<file path="src/rtl/mmio_ahblite_bridge.sv">
`default_nettype none
// =============================================================================
// mmio_ahblite_bridge : single MMIO read/write requests -> AHB-Lite SINGLE xfers
// Rev 1.0
// =============================================================================
module mmio_ahblite_bridge #(
   parameter int ADDR_WIDTH = 32,
   parameter int DATA_WIDTH = 32
) (
   input  logic                      clk,
   input  logic                      rst,
   input  logic                      wr_en,
   input  logic [ADDR_WIDTH-1:0]     wr_addr,
   input  logic [DATA_WIDTH-1:0]     wr_data,
   input  logic [DATA_WIDTH/8-1:0]   wr_byteen,
   input  logic                      rd_en,
   input  logic [ADDR_WIDTH-1:0]     rd_addr,
   output logic                      req_ready,
   output logic                      wr_done,
   output logic                      rd_done,
   output logic [DATA_WIDTH-1:0]     rd_data,
   output logic                      err,
   output logic [ADDR_WIDTH-1:0]     haddr,
   output logic [1:0]                htrans,
   output logic                      hwrite,
   output logic [2:0]                hsize,
   output logic [2:0]                hburst,
   output logic [3:0]                hprot,
   output logic                      hmastlock,
   output logic [DATA_WIDTH-1:0]     hwdata,
   input  logic [DATA_WIDTH-1:0]     hrdata,
   input  logic                      hready,
   input  logic                      hresp
);

   localparam int BW = DATA_WIDTH / 8;
   localparam int LB = $clog2(BW);

   localparam logic [1:0] HTRANS_IDLE   = 2'b00;
   localparam logic [1:0] HTRANS_NONSEQ = 2'b10;

   typedef enum logic [1:0] {
      S_IDLE = 2'd0,
      S_ADDR = 2'd1,
      S_DATA = 2'd2,
      S_RESP = 2'd3
   } state_t;

   state_t                 state_q, state_d;
   logic [ADDR_WIDTH-1:0]  haddr_q, haddr_d;
   logic [1:0]             htrans_q, htrans_d;
   logic                   hwrite_q, hwrite_d;
   logic [2:0]             hsize_q, hsize_d;
   logic [DATA_WIDTH-1:0]  hwdata_q, hwdata_d;
   logic [DATA_WIDTH-1:0]  wdata_q, wdata_d;
   logic [DATA_WIDTH-1:0]  rd_data_q, rd_data_d;
   logic                   dir_wr_q, dir_wr_d;
   logic                   err_rec_q, err_rec_d;
   logic                   req_ready_q, req_ready_d;
   logic                   wr_done_q, wr_done_d;
   logic                   rd_done_q, rd_done_d;
   logic                   err_q, err_d;

   // Byte lanes below the bus width are implied by byteen/size, never used directly.
   logic unused_addr_lsbs;
   assign unused_addr_lsbs = ^{wr_addr[LB-1:0], rd_addr[LB-1:0]};

   // Legal byteen: a run of 2**s ones starting at a multiple of 2**s.
   logic          be_legal;
   logic [2:0]    be_size;
   logic [LB-1:0] be_low;

   always_comb begin
      be_legal = 1'b0;
      be_size  = '0;
      be_low   = '0;
      for (int s = 0; s <= LB; s++) begin
         for (int k = 0; k < BW; k++) begin
            if (((k % (1 << s)) == 0) &&
                (wr_byteen == (BW'((1 << (1 << s)) - 1) << k))) begin
               be_legal = 1'b1;
               be_size  = 3'(s);
               be_low   = LB'(k);
            end
         end
      end
   end

   always_comb begin
      state_d   = state_q;
      haddr_d   = haddr_q;
      htrans_d  = htrans_q;
      hwrite_d  = hwrite_q;
      hsize_d   = hsize_q;
      hwdata_d  = hwdata_q;
      wdata_d   = wdata_q;
      rd_data_d = rd_data_q;
      dir_wr_d  = dir_wr_q;
      err_rec_d = err_rec_q;

      case (state_q)
         S_IDLE: begin
            if (wr_en) begin
               dir_wr_d = 1'b1;
               wdata_d  = wr_data;
               if (be_legal) begin
                  haddr_d   = {wr_addr[ADDR_WIDTH-1:LB], be_low};
                  hsize_d   = be_size;
                  hwrite_d  = 1'b1;
                  htrans_d  = HTRANS_NONSEQ;
                  err_rec_d = 1'b0;
                  state_d   = S_ADDR;
               end else begin
                  err_rec_d = 1'b1;
                  state_d   = S_RESP;
               end
            end else if (rd_en) begin
               dir_wr_d  = 1'b0;
               haddr_d   = {rd_addr[ADDR_WIDTH-1:LB], {LB{1'b0}}};
               hsize_d   = 3'(LB);
               hwrite_d  = 1'b0;
               htrans_d  = HTRANS_NONSEQ;
               err_rec_d = 1'b0;
               state_d   = S_ADDR;
            end
         end
         S_ADDR: begin
            if (hready) begin
               htrans_d = HTRANS_IDLE;
               if (dir_wr_q) begin
                  hwdata_d = wdata_q;
               end
               state_d = S_DATA;
            end
         end
         S_DATA: begin
            if (hready) begin
               err_rec_d = hresp;
               if (!dir_wr_q && !hresp) begin
                  rd_data_d = hrdata;
               end
               state_d = S_RESP;
            end
         end
         default: begin
            state_d = S_IDLE;
         end
      endcase

      // Status outputs are registered so they line up with the RESP state.
      req_ready_d = (state_d == S_IDLE);
      wr_done_d   = (state_d == S_RESP) &&  dir_wr_d;
      rd_done_d   = (state_d == S_RESP) && !dir_wr_d;
      err_d       = (state_d == S_RESP) &&  err_rec_d;
   end

   always_ff @(posedge clk or posedge rst) begin
      if (rst) begin
         state_q     <= S_IDLE;
         haddr_q     <= '0;
         htrans_q    <= HTRANS_IDLE;
         hwrite_q    <= 1'b0;
         hsize_q     <= '0;
         hwdata_q    <= '0;
         wdata_q     <= '0;
         rd_data_q   <= '0;
         dir_wr_q    <= 1'b0;
         err_rec_q   <= 1'b0;
         req_ready_q <= 1'b1;
         wr_done_q   <= 1'b0;
         rd_done_q   <= 1'b0;
         err_q       <= 1'b0;
      end else begin
         state_q     <= state_d;
         haddr_q     <= haddr_d;
         htrans_q    <= htrans_d;
         hwrite_q    <= hwrite_d;
         hsize_q     <= hsize_d;
         hwdata_q    <= hwdata_d;
         wdata_q     <= wdata_d;
         rd_data_q   <= rd_data_d;
         dir_wr_q    <= dir_wr_d;
         err_rec_q   <= err_rec_d;
         req_ready_q <= req_ready_d;
         wr_done_q   <= wr_done_d;
         rd_done_q   <= rd_done_d;
         err_q       <= err_d;
      end
   end

   assign req_ready = req_ready_q;
   assign wr_done   = wr_done_q;
   assign rd_done   = rd_done_q;
   assign rd_data   = rd_data_q;
   assign err       = err_q;
   assign haddr     = haddr_q;
   assign htrans    = htrans_q;
   assign hwrite    = hwrite_q;
   assign hsize     = hsize_q;
   assign hwdata    = hwdata_q;
   assign hburst    = 3'b000;
   assign hprot     = 4'b0011;
   assign hmastlock = 1'b0;

endmodule
`default_nettype wire
</file>
<file path="config.mk">
export PLATFORM = sky130hd
export DESIGN_NAME = mmio_ahblite_bridge
export DESIGN_NICKNAME = d
export VERILOG_FILES = /design/src/rtl/mmio_ahblite_bridge.sv
export SDC_FILE = /design/constraint.sdc
export NUM_CORES = 1
export LEC_CHECK = 0
export BUFFER_PORTS_ARGS = -buffer_cell sky130_fd_sc_hd__buf_4
export CAP_MARGIN = 20
export CORE_MARGIN = 5
export CORE_UTILIZATION = 51
export DETAILED_ROUTE_END_ITERATION = 10
export PLACE_DENSITY = 0.85
export SYNTH_ARGS = -nofsm -noshare
export SYNTH_HDL_FRONTEND = slang
export SYNTH_SLANG_ARGS = --single-unit
</file>
<file path="constraint.sdc">
create_clock -name clk -period 6.4 [get_ports clk]
set_input_delay 0.96 -clock clk [delete_from_list [all_inputs] [get_ports clk]]
set_output_delay 0.96 -clock clk [all_outputs]
set_load 0.02 [all_outputs]
</file>
==> reports/results.tsv <==
metric	value	unit
outcome	finished clean	
vias per cell	5.05	
Cell Area, Synth	5840	sq um
Clock Power Share	21.8	%
Gate power share	40.9	%
Synth Flop Type	dfrtp_1	
Setup Skew	0.0103	ns
clock buffer depth	2	
Final Hold Violating Endpoints	0	
Worst Setup Slack, final	3.83	ns
largest net degree at the start of global routing	76	
period utilisation layout	40.1	%
number of synthesized register bits	139	
vias	4237	
Worst Path Required	6.70	ns
CTS tree	done	
routed len/inst	17.2	um
multi-input combinational cell area	2180	sq um
CTS sink count	139	
die area	13700	sq um
fraction of layout cells with a size suffix above 1	58.2	%
switch share	35.5	%
critical path class	input pin to flip-flop	
Power Dens Cells	498	nW/um^2
Syn Inst Count	444	
CP endpoint kind	flip-flop	
Residual DRC	0	
ANT cells	0	
Core ar.	11300	sq um
Crit path arrival time	2.86	ns
leakage	0.00422	uW
synthesized area per cell	13.2	sq um
Yosys warning count	0	
Synth-to-Final Area Change	41.0	%
most common cell after layout, fill and taps aside	buf_4	
io pins	252	
Final ANT Viol Nets	0	
crit path launch type	input pin	
first-pass GRT wire length	22400	um
dpl ws	3.39	ns
cts hold-fix bufs	0	
CTS root buf	clkbuf_16	
synth unique cells	35	
PortBufs	237	
Final Max Slew Viols	0	
Seq. cell area	3480	sq um
post-synthesis sequential area ratio	59.6	%
clock period minus worst slack	2.57	ns
share of async-settable or async-resettable flops after synthesis	100	%
Die Y	117	um
GRT overflow	0	
number of global-route vias before repair	4534	
clk_lat worst skew	0.41	ns
filler instances	785	
max cap viols	0	
Max VDD drop	272	uV
measured slew at the worst slew-check pin	0.938	ns
detailed placement HPWL	10600	um
Int Pwr	2650	uW
Setup Buffers After CTS	0	
Routed Wire Length	14400	um
Die Wd	117	um
post-cts gate resize count	0	
sequential share of power	37.3	%
Setup TNS	0	ns
Starting Density	51.6	%
Switch Pwr	1460	uW
unrepaired setup endpoints after global routing	false	
row count	39	
GR Util All Layers	21.3	%
Setup Viol. Count Final	0	
initial antenna violation count	0	
clk slew on worst S/H paths	0.06	ns
DRT Pass-1 Iters	4	
Num CTS Buffers	17	
Slew headroom	37.5	%
routability cong.	0.777	
HP Class	flip-flop to flip-flop	
1st-iter DRT viols	271	
nets@finish	821	
final hold slack	0.468	ns
htree depth	4	
crit path max fanout	37	
maximum operating frequency	390	MHz
most frequent cells in the layout	243 x buf_4, 138 x dfrtp_1, 105 x nand2_1	
EDFF count, synth	0	
power by group through the flow:
| stage | Sequential (uW) | Clock [uW] | Combinational [uW] |
|---|---|---|---|
| floorplan | 1870 | 0 | 632 |
| finish | 1530 | 896 | 1680 |
| global route | 1580 | 957 | 1800 |
| CTS | 1530 | 910 | 1700 |
| global placement | 1510 | 0 | 1650 |
| detailed placement | 1540 | 0 | 1700 |
registers in the layout, indices dropped and copies added, names as in the netlist:
name       flops
hwdata        32
wr_done        1
htrans         1
hwrite         1
rd_done        1
rd_data       32
state_q        2
haddr         32
dir_wr_q       1
hsize          2
req_ready      1
err            1
wdata_q       32
cell usage after synthesis, types with 2 or more instances:
library cell    n  area (sq um)
clkbuf_1        9          33.8
and3_1          2          12.5
conb_1          2          7.51
buf_4          10          75.1
mux2_2        100          1130
nor2_1          5          18.8
inv_1           5          18.8
dfrtp_1       138          3450
a22oi_1         2          15.0
o22ai_1         4          25.0
nand2_1       105           394
o21ai_0         3          15.0
mux2_4         25           375
buf_2           9          45.0
a21o_1          3          22.5
buf_6           3          33.8
cell families (layout without fill, tap and decap cells):
family	count (synthesis)	after routing	share of synthesized area, %
compound gates	20	20	2.55
flops	139	139	59.6
buf+inv	36	280	3.53
mux	125	125	25.7
simple gates	121	121	8.36
xor+xnor	1	1	0.150
other cells	2	10	0.129
critical path, cell delays in order:
cell and delay, ns:
buf_4 0.38, o21ai_0 0.29, a21oi_4 0.33, buf_4 0.50, mux2_2 0.39
final cells by class:
| type | count | share of cell area [%] |
|---|---|---|
| well taps | 143 | 2.17 |
| clock buffers | 19 | 5.50 |
| repair buffers | 243 | 22.1 |
| flip-flops and latches | 139 | 42.2 |
| clock inverters | 13 | 1.12 |
| multi-input cells | 277 | 26.5 |
| inverters | 5 | 0.289 |
per-layer routing:
layer | vias to the layer above | part of all wire [%] | track usage [%]
met4 | 0 | 2.0 | 7.34
met5 | - | 0 | 0
li1 | 1964 | - | -
met1 | 2067 | 36 | 24.9
met3 | 25 | 8.9 | 7.66
met2 | 181 | 53 | 36.4
per-stage QoR:
stage               power (uW)  instance area (sq um)  util (%)  cells
floorplan                 2500                   5870         -    452
global placement          3160                   7690      67.9    807
detailed placement        3240                   7690      67.9    807
CTS                       4140                   8240      72.8    839
global route              4330                   8240      72.8    839
finish                    4100                   8240      72.8    839
path summary, 6_finish.rpt:
| check | start | end | slack, ns | cells after the start |
|---|---|---|---|---|
| setup reg to reg | state_q[0] | haddr[10] | 4.20 | 5 |
| hold / removal | wdata_q[25] | wdata_q[25] | 0.47 | 2 |
| hold reg to reg | wdata_q[25] | wdata_q[25] | 0.47 | 2 |
| setup / recovery | wr_en | haddr[10] | 3.83 | 5 |
| min in group asynchronous | rst | rd_data[8] | 0.61 | 2 |
| max in group asynchronous | rst | rd_data[26] | 4.41 | 3 |
Power figures use the tool's default switching activity.
